--- src/rtl/insn_ctrl_pkg.sv ---
// Shared types and constants for the multi-cycle instruction control sequencer.
package insn_ctrl_pkg;

    typedef enum logic [3:0] {
        S_IDLE    = 4'd0,
        S_FETCH   = 4'd1,
        S_DECODE  = 4'd2,
        S_EXEC    = 4'd3,
        S_BR_TGT  = 4'd4,
        S_MEM     = 4'd5,
        S_FP_WAIT = 4'd6,
        S_WB      = 4'd7,
        S_TRAP    = 4'd8
    } state_t;

    localparam int C_LOAD   = 0;
    localparam int C_STORE  = 1;
    localparam int C_OP_IMM = 2;
    localparam int C_OP     = 3;
    localparam int C_BRANCH = 4;
    localparam int C_JAL    = 5;
    localparam int C_JALR   = 6;
    localparam int C_LUI    = 7;
    localparam int C_AUIPC  = 8;
    localparam int C_FP     = 9;

    localparam logic [2:0] F3_BEQ  = 3'b000;
    localparam logic [2:0] F3_BNE  = 3'b001;
    localparam logic [2:0] F3_BLT  = 3'b100;
    localparam logic [2:0] F3_BGE  = 3'b101;
    localparam logic [2:0] F3_BLTU = 3'b110;
    localparam logic [2:0] F3_BGEU = 3'b111;
    localparam logic [2:0] F3_SRX  = 3'b101;

    function automatic logic is_onehot(input logic [9:0] c);
        return (c != 10'd0) && ((c & (c - 10'd1)) == 10'd0);
    endfunction

endpackage

--- src/rtl/insn_control_fsm_branch_resolve.sv ---
// Combinational branch condition resolver: funct3 plus ALU compare flags to taken/illegal.
module branch_resolve
    import insn_ctrl_pkg::*;
(
    input  logic [2:0] i_funct3,
    input  logic       i_eq,
    input  logic       i_ls,
    input  logic       i_lu,
    output logic       o_taken,
    output logic       o_illegal
);

    // Decode branch type; funct3 010/011 have no branch encoding.
    always_comb begin
        o_taken   = 1'b0;
        o_illegal = 1'b0;
        case (i_funct3)
            F3_BEQ:  o_taken = i_eq;
            F3_BNE:  o_taken = !i_eq;
            F3_BLT:  o_taken = i_ls;
            F3_BGE:  o_taken = !i_ls;
            F3_BLTU: o_taken = i_lu;
            F3_BGEU: o_taken = !i_lu;
            default: o_illegal = 1'b1;
        endcase
    end

endmodule

--- src/rtl/insn_control_fsm.sv ---
// Multi-cycle instruction control sequencer: fetch/decode/execute/memory/writeback
// with explicit handshakes and write enables, plus a retired-instruction counter.
module insn_control_fsm
    import insn_ctrl_pkg::*;
#(
    parameter int XLEN        = 64,
    parameter bit FP_EN       = 1'b1,
    parameter int MEM_TIMEOUT = 16
) (
    input  logic            clk,
    input  logic            rst_n,
    input  logic [31:0]     insn,
    input  logic [9:0]      code,
    input  logic            EQ,
    input  logic            LS,
    input  logic            LU,
    input  logic            imem_ready,
    input  logic            dmem_ready,
    input  logic            fpu_done,
    output logic            imem_req,
    output logic            dmem_req,
    output logic            mem_we,
    output logic            addr_sel,
    output logic            pc_alu_sel,
    output logic            sub_sra,
    output logic            pc_next_sel,
    output logic            pc_we,
    output logic            rd_we,
    output logic            fpu_start,
    output logic            trap,
    output logic [XLEN-1:0] instret
);

    localparam int             CW       = $clog2(MEM_TIMEOUT) + 1;
    localparam logic [CW-1:0]  CNT_LAST = CW'(MEM_TIMEOUT - 1);

    state_t        r_state;
    state_t        w_state_nxt;
    logic [2:0]    r_funct3;
    logic          r_bit30;
    logic [9:0]    r_code;
    logic [CW-1:0] r_mem_cnt;
    logic          r_pc_we;
    logic          w_taken;
    logic          w_br_illegal;
    logic          w_illegal;
    logic          w_sub;
    logic          w_store_done;

    branch_resolve u_branch_resolve (
        .i_funct3  (r_funct3),
        .i_eq      (EQ),
        .i_ls      (LS),
        .i_lu      (LU),
        .o_taken   (w_taken),
        .o_illegal (w_br_illegal)
    );

    assign w_illegal = !is_onehot(r_code)
                     | (r_code[C_BRANCH] & w_br_illegal)
                     | (r_code[C_FP] & !FP_EN);
    assign w_sub = r_code[C_BRANCH]
                 | (r_code[C_OP] & r_bit30)
                 | (r_code[C_OP_IMM] & (r_funct3 == F3_SRX) & r_bit30);

    // A store retires in the cycle its ready arrives, so that pc_we is not registered.
    assign w_store_done = (r_state == S_MEM) & dmem_ready & r_code[C_STORE];
    assign pc_we        = r_pc_we | w_store_done;

    // Next-state selection.
    always_comb begin
        w_state_nxt = S_TRAP;
        case (r_state)
            S_IDLE:    w_state_nxt = S_FETCH;
            S_FETCH:   w_state_nxt = imem_ready ? S_DECODE : S_FETCH;
            S_DECODE:  w_state_nxt = w_illegal ? S_TRAP : S_EXEC;
            S_EXEC: begin
                if (r_code[C_BRANCH]) begin
                    w_state_nxt = S_BR_TGT;
                end else if (r_code[C_LOAD] | r_code[C_STORE]) begin
                    w_state_nxt = S_MEM;
                end else if (r_code[C_FP]) begin
                    w_state_nxt = S_FP_WAIT;
                end else begin
                    w_state_nxt = S_WB;
                end
            end
            S_BR_TGT:  w_state_nxt = S_FETCH;
            S_MEM: begin
                if (dmem_ready) begin
                    w_state_nxt = r_code[C_STORE] ? S_FETCH : S_WB;
                end else if (r_mem_cnt == CNT_LAST) begin
                    w_state_nxt = S_TRAP;
                end else begin
                    w_state_nxt = S_MEM;
                end
            end
            S_FP_WAIT: w_state_nxt = fpu_done ? S_WB : S_FP_WAIT;
            S_WB:      w_state_nxt = S_FETCH;
            S_TRAP:    w_state_nxt = S_TRAP;
            default:   w_state_nxt = S_TRAP;
        endcase
    end

    // State, latched instruction fields and Moore outputs decoded from the entered state.
    always_ff @(posedge clk or negedge rst_n) begin
        if (!rst_n) begin
            r_state     <= S_IDLE;
            r_funct3    <= 3'd0;
            r_bit30     <= 1'b0;
            r_code      <= 10'd0;
            r_mem_cnt   <= '0;
            imem_req    <= 1'b0;
            dmem_req    <= 1'b0;
            mem_we      <= 1'b0;
            addr_sel    <= 1'b0;
            pc_alu_sel  <= 1'b0;
            sub_sra     <= 1'b0;
            pc_next_sel <= 1'b0;
            r_pc_we     <= 1'b0;
            rd_we       <= 1'b0;
            fpu_start   <= 1'b0;
            trap        <= 1'b0;
        end else begin
            r_state <= w_state_nxt;
            if ((r_state == S_FETCH) && imem_ready) begin
                r_funct3 <= insn[14:12];
                r_bit30  <= insn[30];
                r_code   <= code;
            end else begin
                r_funct3 <= r_funct3;
                r_bit30  <= r_bit30;
                r_code   <= r_code;
            end
            if (r_state != S_MEM) begin
                r_mem_cnt <= '0;
            end else begin
                r_mem_cnt <= r_mem_cnt + CW'(1);
            end
            imem_req    <= (w_state_nxt == S_FETCH);
            dmem_req    <= (w_state_nxt == S_MEM);
            addr_sel    <= (w_state_nxt == S_MEM);
            mem_we      <= (w_state_nxt == S_MEM) & r_code[C_STORE];
            pc_alu_sel  <= ((w_state_nxt == S_EXEC) & (r_code[C_JAL] | r_code[C_AUIPC]))
                         | (w_state_nxt == S_BR_TGT);
            sub_sra     <= (w_state_nxt == S_EXEC) & w_sub;
            fpu_start   <= (w_state_nxt == S_EXEC) & r_code[C_FP];
            pc_next_sel <= ((w_state_nxt == S_BR_TGT) & w_taken)
                         | ((w_state_nxt == S_WB) & (r_code[C_JAL] | r_code[C_JALR]));
            r_pc_we     <= (w_state_nxt == S_BR_TGT) | (w_state_nxt == S_WB);
            rd_we       <= (w_state_nxt == S_WB);
            trap        <= (w_state_nxt == S_TRAP);
        end
    end

    // Retired-instruction counter, wraps naturally.
    always_ff @(posedge clk or negedge rst_n) begin
        if (!rst_n) begin
            instret <= '0;
        end else if (pc_we) begin
            instret <= instret + XLEN'(1);
        end else begin
            instret <= instret;
        end
    end

endmodule
--- config.mk ---
export PLATFORM = sky130hd
export DESIGN_NAME = insn_control_fsm
export DESIGN_NICKNAME = d
export VERILOG_FILES = /design/src/rtl/insn_ctrl_pkg.sv /design/src/rtl/insn_control_fsm_branch_resolve.sv /design/src/rtl/insn_control_fsm.sv
export SDC_FILE = /design/constraint.sdc
export NUM_CORES = 1
export LEC_CHECK = 0
export ABC_AREA = 0
export BUFFER_PORTS_ARGS = -buffer_cell sky130_fd_sc_hd__buf_2
export CAP_MARGIN = 20
export CORE_MARGIN = 4
export CORE_UTILIZATION = 46
export DETAILED_ROUTE_END_ITERATION = 8
export PLACE_DENSITY = 0.83
export SETUP_SLACK_MARGIN = 0.15
export SLEW_MARGIN = 20
export SYNTH_ARGS = -nofsm -noshare
export SYNTH_HDL_FRONTEND = slang
export SYNTH_SLANG_ARGS = --single-unit
--- constraint.sdc ---
create_clock -name clk -period 2.2 [get_ports clk]
set_clock_uncertainty 0.05 [all_clocks]
set_input_delay 0.33 -clock clk [delete_from_list [all_inputs] [get_ports clk]]
set_output_delay 0.33 -clock clk [all_outputs]
set_load 0.05 [all_outputs]
# After elaboration in Yosys (flattened, before gate mapping)
# Cells that the tools add are included.
# Widths: inputs -> output; s select.
dict set report op_classes {
  add_sub_neg 3
  mul 0
  div 0
  magnitude_cmp 0
  n_eq_ne 20
  shifts 0
  muxes 13
  bitwise 23
  reduce_logical 12
}
# operator n
set op_table {}
lappend op_table {{$add 64x1->64 const B} 1}
lappend op_table {{$eq 4x3->1 const B} 7}
lappend op_table {{$pmux 4 s6} 1}
lappend op_table {{$and 1x1->1} 12}
lappend op_table {{$eq 3x3->1 const B} 4}
lappend op_table {{$eq 4x2->1 const B} 3}
lappend op_table {{$mux 4} 3}
lappend op_table {{$and 10x10->10} 1}
lappend op_table {{$logic_not 10->1} 1}
lappend op_table {{$or 1x1->1} 10}
lappend op_table {{$reduce_bool 10->1} 1}
lappend op_table {{$sub 10x1->10 const B} 1}
lappend op_table {{$eq 4x1->1 const B} 2}
lappend op_table {{$mux 2} 3}
lappend op_table {{$pmux 1 s6} 1}
lappend op_table {{$reduce_or 6->1} 1}
lappend op_table {{$add 5x1->5 const B} 1}
lappend op_table {{$eq 5x4->1 const B} 1}
lappend op_table {{$mux 5} 1}
lappend op_table {{$eq 4x4->1 const B} 1}
lappend op_table {{$logic_not 1->1} 4}
lappend op_table {{$logic_not 4->1} 1}
lappend op_table {{$ne 4x3->1 const B} 1}
lappend op_table {{$eq 3x1->1 const B} 1}
lappend op_table {{5 further kinds} 8}
dict set report word_totals {
  register_bits 97
  latch_bits 0
  ramBits 0
  rom_bits 0
  input_bits 50
  output_inout_bits 75
  wordCells 87
  n_memories 0
}

# Logic depth before layout (Yosys ltp)
# Gate-level depths: netlist of the first run.
dict set report logic_depth {
  ltp_word 11
  mapped_depth 10
  mapped_depth_nobuf 10
}

# Cells and area by module
# A second synthesis of the first run with hierarchy kept.
dict set report unflattened {
  cells_unflattened 418
  hier_area_um2 4520.6
}
# module n_inst cells_each area_per_inst_um2
set by_module_without_submodules {}
lappend by_module_without_submodules {insn_control_fsm 1 412 4474.3}
lappend by_module_without_submodules {branch_resolve 1 6 46.3}

# Worst setup path after synthesis of the first run
# No wires, ideal clock.
dict set report synth_timing {
  path_type {register to register}
  start {reg r_state[3]}
  end {reg instret[30]}
  arrival_ps 2337
  required_ps 2068
  slack_ps -269
  stages_incl_launch_ff 9
  path_buffers 1
  cell_sequence {dfrtp_1 -> clkbuf_1 -> and4bb_2 -> a31oi_1 -> inv_1 -> nand3_1 -> nor3_1 -> and3_1 -> xor2_1}
}
dict set report synth_via {
  elab_chain_cells 4
}
# item line
set synth_rtl {}
lappend synth_rtl {{from (decl)} insn_control_fsm.sv:37} ;# state_t r_state;
lappend synth_rtl {{from (signal assigned)} insn_control_fsm.sv:125} ;# r_state <= w_state_nxt;
lappend synth_rtl {{$eq 4x3->1} insn_control_fsm.sv:67} ;# assign w_store_done = (r_state == S_MEM) & dmem_ready & r_code[C_STORE];
lappend synth_rtl {{$and 1x1->1 (2 in a row)} insn_control_fsm.sv:67}
lappend synth_rtl {{$or 1x1->1} insn_control_fsm.sv:68} ;# assign pc_we = r_pc_we | w_store_done;
lappend synth_rtl {{named net pc_we} insn_control_fsm.sv:27} ;# output logic pc_we,
lappend synth_rtl {{to (signal assigned)} insn_control_fsm.sv:161} ;# instret <= instret + XLEN'(1);
lappend synth_rtl {{to (signal assigned)} insn_control_fsm.sv:163} ;# instret <= instret;
lappend synth_rtl {{to (decl)} insn_control_fsm.sv:31} ;# output logic [XLEN-1:0] instret
# The timed path passes the listed nets, and every way through them passes these cells.
# A chain may end at the register's enable or synchronous reset.

# Final worst setup path of the first run
dict set report layout_timing {
  start {reg r_code[4]}
  end {reg pc_next_sel}
}
dict set report layout_via {
  elab_chain_cells 11
  elab_cells_between_ends 16
}
# item line
set layout_rtl {}
lappend layout_rtl {{from (decl)} insn_control_fsm.sv:41} ;# logic [9:0] r_code;
lappend layout_rtl {{from (signal assigned)} insn_control_fsm.sv:129} ;# r_code <= code;
lappend layout_rtl {{from (signal assigned)} insn_control_fsm.sv:133} ;# r_code <= r_code;
lappend layout_rtl {{$sub 10x1->10} insn_ctrl_pkg.sv:36} ;# return (c != 10'd0) && ((c & (c - 10'd1)) == 10'd0);
lappend layout_rtl {{$and 10x10->10} insn_ctrl_pkg.sv:36}
lappend layout_rtl {{$logic_not 10->1} insn_ctrl_pkg.sv:36}
lappend layout_rtl {{$logic_and 1x1->1} insn_ctrl_pkg.sv:36}
lappend layout_rtl {{$logic_not 1->1} insn_control_fsm.sv:59} ;# assign w_illegal = !is_onehot(r_code)
lappend layout_rtl {{$or 1x1->1} insn_control_fsm.sv:60} ;# | (r_code[C_BRANCH] & w_br_illegal)
lappend layout_rtl {{$mux 4} insn_control_fsm.sv:76} ;# S_DECODE: w_state_nxt = w_illegal ? S_TRAP : S_EXEC;
lappend layout_rtl {{$pmux 4 s6 *} insn_control_fsm.sv:73} ;# case (r_state)
lappend layout_rtl {{$eq 4x3->1, on equally long branches} {insn_control_fsm.sv:148, insn_control_fsm.sv:149}}
lappend layout_rtl {{$and 1x1->1, on equally long branches} {insn_control_fsm.sv:148, insn_control_fsm.sv:149}}
lappend layout_rtl {{$or 1x1->1 *} insn_control_fsm.sv:149} ;# | ((w_state_nxt == S_WB) & (r_code[C_JAL] | r_code[C_JALR]));
lappend layout_rtl {{to (signal assigned)} insn_control_fsm.sv:148} ;# pc_next_sel <= ((w_state_nxt == S_BR_TGT) & w_taken)
lappend layout_rtl {{to (decl)} insn_control_fsm.sv:26} ;# output logic pc_next_sel,
# Mark *: on every way between the ends. The rest lies on a longest branch, timed or not.

==> flow_summary.html, run 1 <==
<table>
<tr><th>Metric</th><th>Value</th></tr>
<tr><th colspan="2">Status</th></tr>
<tr><td>Run status</td><td>complete, but fails checks</td></tr>
<tr><td>Violated checks</td><td>setup timing</td></tr>
<tr><th colspan="2">Drt</th></tr>
<tr><td>WL met2</td><td>5560 microns</td></tr>
<tr><td>Routed met1 length</td><td>4250 microns</td></tr>
<tr><td>Top sig layer</td><td>met4</td></tr>
<tr><td>Met3 wire len</td><td>559 microns</td></tr>
<tr><td>Drt total wl</td><td>10500 microns</td></tr>
<tr><td>Total via count in the routed design</td><td>3478</td></tr>
<tr><td>Post-route antenna net violation count</td><td>0</td></tr>
<tr><td>Routed wire per std cell</td><td>15.6 microns</td></tr>
<tr><td>Remaining DRCs</td><td>0</td></tr>
<tr><td>Vias per Instance</td><td>5.20</td></tr>
<tr><td>Violation count after the first detailed-routing iteration</td><td>144</td></tr>
<tr><td>Pre-Repair DR Iteration Count</td><td>4</td></tr>
<tr><th colspan="2">STA</th></tr>
<tr><td>Setup TNS Final</td><td>-419 ps</td></tr>
<tr><td>Worst max-slew margin expressed relative to the limit</td><td>0.582</td></tr>
<tr><td>Post-layout min period</td><td>2330 ps</td></tr>
<tr><td>Final Hold Fails</td><td>0</td></tr>
<tr><td>Final-report setup violation count</td><td>6</td></tr>
<tr><td>FMAX</td><td>430 MHz</td></tr>
<tr><td>Post-route worst setup slack</td><td>-127 ps</td></tr>
<tr><td>RSZ-0062 raised after global routing</td><td>yes</td></tr>
<tr><td>Slew @ Worst Pin</td><td>623 ps</td></tr>
<tr><td>Pins Over Slew Limit</td><td>0</td></tr>
<tr><td>Final critical-path share of the clock period</td><td>1.06</td></tr>
<tr><th colspan="2">Floorplanning</th></tr>
<tr><td>Initial cell density of the core</td><td>0.478</td></tr>
<tr><td>Die Ht</td><td>106 microns</td></tr>
<tr><td>Die ar.</td><td>0.0113 sq mm</td></tr>
<tr><td>Area of the core region</td><td>0.00933 sq mm</td></tr>
<tr><td>Die Width</td><td>106 microns</td></tr>
<tr><td>Number of standard-cell rows in the floorplan</td><td>35</td></tr>
<tr><td># IOs</td><td>125</td></tr>
<tr><th colspan="2">Synthesis</th></tr>
<tr><td>Top cell type by total area after synthesis</td><td>dfrtp_1</td></tr>
<tr><td>Most used standard cell by instance count after synthesis</td><td>dfrtp_1</td></tr>
<tr><td>Total standard cell area after synthesis</td><td>0.00446 sq mm</td></tr>
<tr><td>Register bit count reported by yosys</td><td>97</td></tr>
<tr><td>Post-synthesis average cell area</td><td>11.1 sq um</td></tr>
<tr><td>Cells after synthesis</td><td>401</td></tr>
<tr><td>Main area contributors after synthesis</td><td>dfrtp_1, xnor2_1, xor2_1</td></tr>
<tr><td>Part of the Yosys area used for sequential elements</td><td>0.545</td></tr>
<tr><td>Number of distinct library cell variants in the gate-level netlist after synthesis</td><td>45</td></tr>
<tr><td>Fraction of registers with async set/reset</td><td>1.00</td></tr>
<tr><td>Count of flip-flops with a built-in enable after synthesis</td><td>0</td></tr>
<tr><td>Synth top cells by count</td><td>dfrtp_1, xnor2_1, nand2_1, nor2_1</td></tr>
<tr><td>Synthesized netlist net count</td><td>454</td></tr>
<tr><td>Fraction of post-synthesis cell area in the top cell type by area</td><td>0.545</td></tr>
<tr><td>Yosys warns</td><td>0</td></tr>
<tr><td>Dominant register cell in the synthesized netlist</td><td>dfrtp_1</td></tr>
<tr><th colspan="2">Final layout</th></tr>
<tr><td>Number of fill cells</td><td>728</td></tr>
<tr><td>Share of cells above drive strength 1</td><td>0.422</td></tr>
<tr><td>Antenna diode count</td><td>0</td></tr>
<tr><td>Number of nets in the final layout</td><td>588</td></tr>
<tr><td>Final core area utilization</td><td>0.623</td></tr>
<tr><td>Final cell count without fillers</td><td>669</td></tr>
<tr><td>Area Overhead vs Synth</td><td>30.3%</td></tr>
<tr><th colspan="2">Worst setup path</th></tr>
<tr><td>Bufs and invs on worst path</td><td>0</td></tr>
<tr><td>Kind of start point of the critical path</td><td>flop</td></tr>
<tr><td>Kind of end point of the critical path</td><td>flop</td></tr>
<tr><td>Worst R2R Start</td><td>r_code[4]$_DFFE_PN0P_</td></tr>
<tr><td>Critical path cell sequence</td><td>or4_4 &gt; o21ai_2 &gt; or4b_4 &gt; a211oi_4 &gt; or3_1 &gt; a21oi_2</td></tr>
<tr><td>Number of cells traversed by the worst register-to-register path</td><td>6</td></tr>
<tr><td>Slowest library cell on the worst path</td><td>or4_4</td></tr>
<tr><td>Required time of the critical path</td><td>2400 ps</td></tr>
<tr><td>Crit path DAT</td><td>2520 ps</td></tr>
<tr><td>Critical R2R Capture</td><td>pc_next_sel$_DFF_PN0_</td></tr>
<tr><td>Worst stage delay on the critical path</td><td>550 ps</td></tr>
<tr><td>Critical path start-end classification</td><td>reg -&gt; reg</td></tr>
<tr><td>Gate family responsible for the most delay along the worst path</td><td>simple AND/OR/NAND/NOR gates</td></tr>
<tr><td>Reg-to-reg slack, setup</td><td>-130 ps</td></tr>
<tr><td>Highest net fanout along the worst path</td><td>6</td></tr>
<tr><th colspan="2">Place</th></tr>
<tr><td>Worst slack at placement</td><td>-81.0 ps</td></tr>
<tr><td>Total half-perimeter wirelength after legalization and detailed placement</td><td>7380 microns</td></tr>
<tr><td>Number of placed instances with taps included</td><td>645</td></tr>
<tr><td>Weighted congestion reported at the end of routability-driven placement</td><td>0.826</td></tr>
<tr><td>Port buffer count</td><td>96</td></tr>
<tr><th colspan="2">Hold path</th></tr>
<tr><td>Hold path depth</td><td>2</td></tr>
<tr><td>Min-delay src</td><td>insn[14]</td></tr>
<tr><td>Min-Delay Endpoint</td><td>r_funct3[2]$_DFFE_PN0P_</td></tr>
<tr><td>Worst hold path class</td><td>in -&gt; reg</td></tr>
<tr><th colspan="2">CTS</th></tr>
<tr><td>CTS Buf Count</td><td>9</td></tr>
<tr><td>Total number of H-tree levels</td><td>3</td></tr>
<tr><td>Clock Path Buffers</td><td>2</td></tr>
<tr><td>Clock latency reported for the late side of the worst-skew pair</td><td>350 ps</td></tr>
<tr><td>Clock-pin slew reported for the worst setup and hold paths after clock tree synthesis</td><td>90 ps</td></tr>
<tr><td>Number of clock sinks seen by CTS</td><td>97</td></tr>
<tr><td>Root buffer selected by CTS</td><td>clkbuf_8</td></tr>
<tr><td>TritonCTS clock tree</td><td>done</td></tr>
<tr><th colspan="2">Job</th></tr>
<tr><td># Max-Cap Violations</td><td>0</td></tr>
<tr><th colspan="2">GRT</th></tr>
<tr><td>Initial antenna violation count</td><td>0</td></tr>
<tr><td>Global-route usage over all layers</td><td>0.185</td></tr>
<tr><td>GRT Residual Overflow</td><td>0</td></tr>
<tr><td>Pin count of the biggest net entering global routing</td><td>43</td></tr>
<tr><td>First-pass GRT wire length</td><td>16900 microns</td></tr>
<tr><td>Number of global-route vias before repair</td><td>3491</td></tr>
<tr><th colspan="2">Power and ir drop</th></tr>
<tr><td>Leakage dissipation</td><td>3.01 nW</td></tr>
<tr><td>Largest voltage drop on the vdd net</td><td>0.273 mV</td></tr>
<tr><td>PwrDens</td><td>523 mW/mm^2</td></tr>
</table>
==> worst register-to-register path, delay by kind of cell (launching register included) <==
kind | cells | cell delay, ps
AOI/OAI and AO/OA | 3 | 540
and+or+nand+nor | 3 | 1240
DFF | 1 | 400
==> logic make-up after synthesis <==
logic type / count (synthesis) / synth area share
AOI/OAI and AO/OA: 23 / 0.0399
adders and majority gates: 3 / 0.00842
and+or+nand+nor: 174 / 0.214
xor gates and xnor gates: 68 / 0.134
muxes: 17 / 0.0421
DFF: 97 / 0.545
buffers and inverters: 19 / 0.0171
==> placed cells by master (no fill, tap or decap), types with 2 or more instances in the layout <==
cell type	netlist	final
o21ai_1	1	2
xor2_1	25	25
mux2i_1	3	3
a32oi_1	2	2
nor3_1	11	6
nand4_1	12	12
and4_1	8	4
dfrtp_2	0	25
nor2_1	29	26
dfrtp_1	97	72
nand2b_1	5	2
nand3_4	0	2
or2_2	3	2
buf_4	1	33
and4bb_4	0	2
nor2b_1	6	5
clkbuf_8	0	10
nor3_4	0	3
nand3_1	25	22
nor4_2	0	2
nand2b_4	0	3
nor3_2	0	2
and2_1	7	7
buf_2	1	94
and3_4	0	2
a211oi_1	3	2
a21oi_1	4	2
mux2_2	14	14
a21oi_2	1	2
clkinv_4	0	2
and3_1	24	22
or4_4	1	2
nor2_2	0	3
inv_1	13	12
and4_4	0	4
nor4b_1	2	2
nand2_1	29	29
xnor2_1	43	43
==> flip-flops by register name (all words and copies together) (netlist names) <==
register     flops
imem_req         1
r_bit30          1
addr_sel         1
r_pc_we          1
r_state          4
sub_sra          1
pc_alu_sel       1
pc_next_sel      1
fpu_start        1
rd_we            1
trap             1
mem_we           1
r_code          10
r_funct3         3
instret         64
r_mem_cnt        5
==> layout make-up <==
class / instances / area, sq um / area share
Clock buffer: 11 / 141 / 0.0243
Multi-Input combinational cell: 285 / 2180 / 0.376
Inverter: 13 / 51.3 / 0.00883
Sequential cell: 97 / 2460 / 0.423
Clock inverter: 5 / 63.8 / 0.0110
Timing Repair Buffer: 129 / 748 / 0.129
Tap cell: 129 / 161 / 0.0278
==> through the flow <==
stage               hold WS (ps)  power (W)  instance area (sq um)
floorplan                  -15.6    0.00182                   4550
global placement             295    0.00188                   5370
detailed placement           303    0.00188                   5370
CTS                          136    0.00307                   5640
global route                 137    0.00316                   5810
finish                       152    0.00304                   5810
==> report_power, final <==
group	internal (W)	switching (W)
Clock	0.000566	0.000625
Combinational	0.0000232	0.0000447
Sequential	0.00178	0
==> worst max path at each step <==
| stage | from | slack (ps) | depth (start not counted) | endpoint |
|---|---|---|---|---|
| after CTS | r_code[0]$_DFFE_PN0P_ | -120 | 6 | pc_next_sel$_DFF_PN0_ |
| after global placement | r_code[0]$_DFFE_PN0P_ | -50 | 6 | pc_next_sel$_DFF_PN0_ |
| after global routing | r_code[0]$_DFFE_PN0P_ | -190 | 6 | pc_next_sel$_DFF_PN0_ |
| final | r_code[4]$_DFFE_PN0P_ | -130 | 6 | pc_next_sel$_DFF_PN0_ |
| after floorplan | r_code[1]$_DFFE_PN0P_ | -40 | 6 | pc_next_sel$_DFF_PN0_ |
| after detailed placement | r_code[0]$_DFFE_PN0P_ | -80 | 6 | r_state[1]$_DFF_PN0_ |
==> layer usage <==
layer  GRT usage  vias to the layer above
met2       0.325                       95
met1       0.229                     1721
met5           0                        -
met3      0.0431                        8
met4      0.0447                        0
li1            -                     1654
==> timing repair <==
action,4_1_cts,5_1_grt
pin swaps,3,14
endpoints found under the setup margin,28,49
gates resized for setup,10,34
hold endpoints to repair,40,0
setup buffers,2,5
hold buffers,1,0
Note: power is estimated with default switching activity, not from simulation.
==> run 2: changes to the inputs <==
CORE_MARGIN = not set   (was 4)
clock period = 1.9 ns   (was 2.2 ns; I/O delays follow)
==> flow_summary.html, run 2 (synthesis gave the netlist of run 1 again) <==
<table>
<tr><th>Metric</th><th>Value</th></tr>
<tr><th colspan="2">Final layout</th></tr>
<tr><td>Commonest cells after routing, fill and taps aside</td><td>buf_2, dfrtp_1, buf_4</td></tr>
<tr><td>Antenna diode count</td><td>0 (unchanged)</td></tr>
<tr><td>Number of flip-flops under the largest register name</td><td>64 (unchanged)</td></tr>
<tr><td>Largest registers ranked by flip-flop count</td><td>instret: 64 flops, r_code: 10 flops, r_mem_cnt: 5 flops</td></tr>
<tr><td>Area Overhead vs Synth</td><td>56.2%</td></tr>
<tr><td>Share of cells above drive strength 1</td><td>0.598 (+0.176)</td></tr>
<tr><td>Final core area utilization</td><td>0.746 (+0.124)</td></tr>
<tr><td>Number of nets in the final layout</td><td>648 (+10%)</td></tr>
<tr><td>Final instance area</td><td>0.00696 sq mm (+20%)</td></tr>
<tr><td>Largest register by flop count</td><td>instret</td></tr>
<tr><td>Leading cell type in the layout, fill and taps excluded</td><td>buf_2</td></tr>
<tr><td>Final cell count without fillers</td><td>729 (+9.0%)</td></tr>
<tr><th colspan="2">GRT</th></tr>
<tr><td>GRT Residual Overflow</td><td>0 (unchanged)</td></tr>
<tr><td>Initial antenna violation count</td><td>0 (unchanged)</td></tr>
<tr><td>First-pass GRT wire length</td><td>18300 microns (+8.4%)</td></tr>
<tr><td>Pin count of the biggest net entering global routing</td><td>98 (+130%)</td></tr>
<tr><td>Number of global-route vias before repair</td><td>3725 (+6.7%)</td></tr>
<tr><td>Global-route usage over all layers</td><td>0.236 (+0.0510)</td></tr>
<tr><th colspan="2">CTS</th></tr>
<tr><td>Clock latency reported for the late side of the worst-skew pair</td><td>380 ps (+30 ps)</td></tr>
<tr><td>Number of clock sinks seen by CTS</td><td>97 (unchanged)</td></tr>
<tr><td>Clock-pin slew reported for the worst setup and hold paths after clock tree synthesis</td><td>100 ps (about the same)</td></tr>
<tr><td>Clock Path Buffers</td><td>2 (unchanged)</td></tr>
<tr><td>CTS Buf Count</td><td>9 (unchanged)</td></tr>
<tr><td>Total number of H-tree levels</td><td>3 (unchanged)</td></tr>
<tr><td>Root buffer selected by CTS</td><td>clkbuf_8</td></tr>
<tr><td>TritonCTS clock tree</td><td>done</td></tr>
<tr><th colspan="2">Worst setup path</th></tr>
<tr><td>Kind of end point of the critical path</td><td>flop</td></tr>
<tr><td>Critical path cell sequence</td><td>or4_4 &gt; o21ai_2 &gt; or4b_4 &gt; a211oi_4 &gt; o22ai_2 &gt; a21oi_2</td></tr>
<tr><td>Required time of the critical path</td><td>2160 ps (-240 ps)</td></tr>
<tr><td>Bufs and invs on worst path</td><td>0 (unchanged)</td></tr>
<tr><td>Kind of start point of the critical path</td><td>flop</td></tr>
<tr><td>Worst stage delay on the critical path</td><td>560 ps (about the same)</td></tr>
<tr><td>Highest net fanout along the worst path</td><td>6 (unchanged)</td></tr>
<tr><td>Critical path start-end classification</td><td>reg -&gt; reg</td></tr>
<tr><td>Slowest library cell on the worst path</td><td>or4_4</td></tr>
<tr><td>Gate family responsible for the most delay along the worst path</td><td>simple AND/OR/NAND/NOR gates</td></tr>
<tr><td>Crit path DAT</td><td>2570 ps (+50 ps)</td></tr>
<tr><th colspan="2">Status</th></tr>
<tr><td>Violated checks</td><td>setup timing</td></tr>
<tr><td>Run status</td><td>complete, but fails checks</td></tr>
<tr><th colspan="2">Drt</th></tr>
<tr><td>Post-route antenna net violation count</td><td>0 (unchanged)</td></tr>
<tr><td>Pre-Repair DR Iteration Count</td><td>5 (+1)</td></tr>
<tr><td>Total via count in the routed design</td><td>3918 (+13%)</td></tr>
<tr><td>Met3 wire len</td><td>513 microns (-8.2%)</td></tr>
<tr><td>Top sig layer</td><td>met4</td></tr>
<tr><td>WL met2</td><td>6580 microns (+18%)</td></tr>
<tr><td>Vias per Instance</td><td>5.37 (+3.4%)</td></tr>
<tr><td>Violation count after the first detailed-routing iteration</td><td>130 (-9.7%)</td></tr>
<tr><td>Routed met1 length</td><td>4940 microns (+16%)</td></tr>
<tr><td>Routed wire per std cell</td><td>17.1 microns (+9.2%)</td></tr>
<tr><td>Drt total wl</td><td>12400 microns (+19%)</td></tr>
<tr><td>Remaining DRCs</td><td>0 (unchanged)</td></tr>
<tr><th colspan="2">STA</th></tr>
<tr><td>Final critical-path share of the clock period</td><td>1.22 (+0.160)</td></tr>
<tr><td>Post-route worst setup slack</td><td>-414 ps (-287 ps)</td></tr>
<tr><td>RSZ-0062 raised after global routing</td><td>yes</td></tr>
<tr><td>Worst max-slew margin expressed relative to the limit</td><td>0.547 (-0.0347)</td></tr>
<tr><td>FMAX</td><td>432 MHz (+0.57%)</td></tr>
<tr><td>Pins Over Slew Limit</td><td>0 (unchanged)</td></tr>
<tr><td>Setup TNS Final</td><td>-5980 ps (-5560 ps)</td></tr>
<tr><td>Post-layout min period</td><td>2310 ps (-13.1 ps)</td></tr>
<tr><td>Final-report setup violation count</td><td>56 (+50)</td></tr>
<tr><td>Slew @ Worst Pin</td><td>674 ps (+51.7 ps)</td></tr>
<tr><td>Final Hold Fails</td><td>0 (unchanged)</td></tr>
<tr><th colspan="2">Power and ir drop</th></tr>
<tr><td>PwrDens</td><td>515 mW/mm^2 (-1.7%)</td></tr>
<tr><td>Largest voltage drop on the vdd net</td><td>0.392 mV (+44%)</td></tr>
<tr><td>Leakage dissipation</td><td>3.59 nW (+19%)</td></tr>
<tr><th colspan="2">Floorplanning</th></tr>
<tr><td>Area of the core region</td><td>0.00933 sq mm (unchanged)</td></tr>
<tr><td>Die Ht</td><td>100 microns (-5.6%)</td></tr>
<tr><td>Die Width</td><td>100 microns (-5.6%)</td></tr>
<tr><td>Die ar.</td><td>0.0101 sq mm (-11%)</td></tr>
<tr><td># IOs</td><td>125 (unchanged)</td></tr>
<tr><td>Initial cell density of the core</td><td>0.478 (unchanged)</td></tr>
<tr><td>Number of standard-cell rows in the floorplan</td><td>35 (unchanged)</td></tr>
<tr><th colspan="2">Hold path</th></tr>
<tr><td>Worst hold path class</td><td>in -&gt; reg</td></tr>
<tr><th colspan="2">Job</th></tr>
<tr><td># Max-Cap Violations</td><td>0 (unchanged)</td></tr>
<tr><th colspan="2">Place</th></tr>
<tr><td>Port buffer count</td><td>96 (unchanged)</td></tr>
<tr><td>Post-DP Area</td><td>0.00588 sq mm (+9.5%)</td></tr>
<tr><td>Total half-perimeter wirelength after legalization and detailed placement</td><td>7470 microns (+1.1%)</td></tr>
<tr><td>Number of placed instances with taps included</td><td>688 (+6.7%)</td></tr>
<tr><td>Worst slack at placement</td><td>-402 ps (-321 ps)</td></tr>
<tr><td>Weighted congestion reported at the end of routability-driven placement</td><td>0.841 (+1.8%)</td></tr>
</table>
[run 2: cell count changes in the layout (fill, tap and decap cells not counted), sizes merged]
| cell | before | now |
|---|---|---|
| buf | 128 | 188 |
| clkbuf | 11 | 9 |
| inv | 14 | 16 |
[run 2: report_power, final]
group	switching (W)	internal (W)	leakage, nW
clock	0.000806	0.000636	0.104
combinational	0.0000519	0.0000257	2.21
sequential	0	0.00206	1.28
[run 2: worst paths after layout]
check / startpoint / depth (start not counted) / slack (ps) / to
worst max-delay path: r_code[4]$_DFFE_PN0P_ / 6 / -410 / pc_next_sel$_DFF_PN0_
worst min-delay path: code[6] / 2 / 90 / r_code[6]$_DFFE_PN0P_
worst max register to register: r_code[4]$_DFFE_PN0P_ / 6 / -410 / pc_next_sel$_DFF_PN0_
worst min register to register: instret[63]$_DFFE_PN0P_ / 1 / 420 / instret[63]$_DFFE_PN0P_
max in group asynchronous: rst_n / 3 / 920 / instret[28]$_DFFE_PN0P_
min in group asynchronous: rst_n / 3 / 440 / instret[21]$_DFFE_PN0P_
[run 2: what timing repair did]
item / in CTS / in global routing
gates resized for setup: 94 / 55
hold buffers: 1 / 0
setup endpoints to repair: 70 / 73
pin swaps: 55 / 45
hold endpoints to repair: 97 / 0
buffers inserted: 6 / 18
[run 2: layout make-up]
type                       count  area, sq um
clock inverter                 7         86.3
timing repair buffer         189         1360
inverter                      13         58.8
multi-input combinational    285         2710
tap                          129          161
clock buffer                   9          124
sequential                    97         2460
fill                         563         2360
[run 2: through the flow]
| stage | hold slack (ps) | power [W] |
|---|---|---|
| floorplan | -60.6 | 0.00211 |
| global placement | 326 | 0.00218 |
| detailed placement | 335 | 0.00218 |
| CTS | 83.2 | 0.00359 |
| global route | 80.9 | 0.00369 |
| finish | 86.4 | 0.00358 |
[run 2: per-layer routing]
| layer | vias to the layer above | global-route usage |
|---|---|---|
| li1 | 1786 | - |
| met1 | 1945 | 0.291 |
| met2 | 145 | 0.422 |
| met3 | 42 | 0.0292 |
| met4 | 0 | 0.0870 |
| met5 | - | 0 |
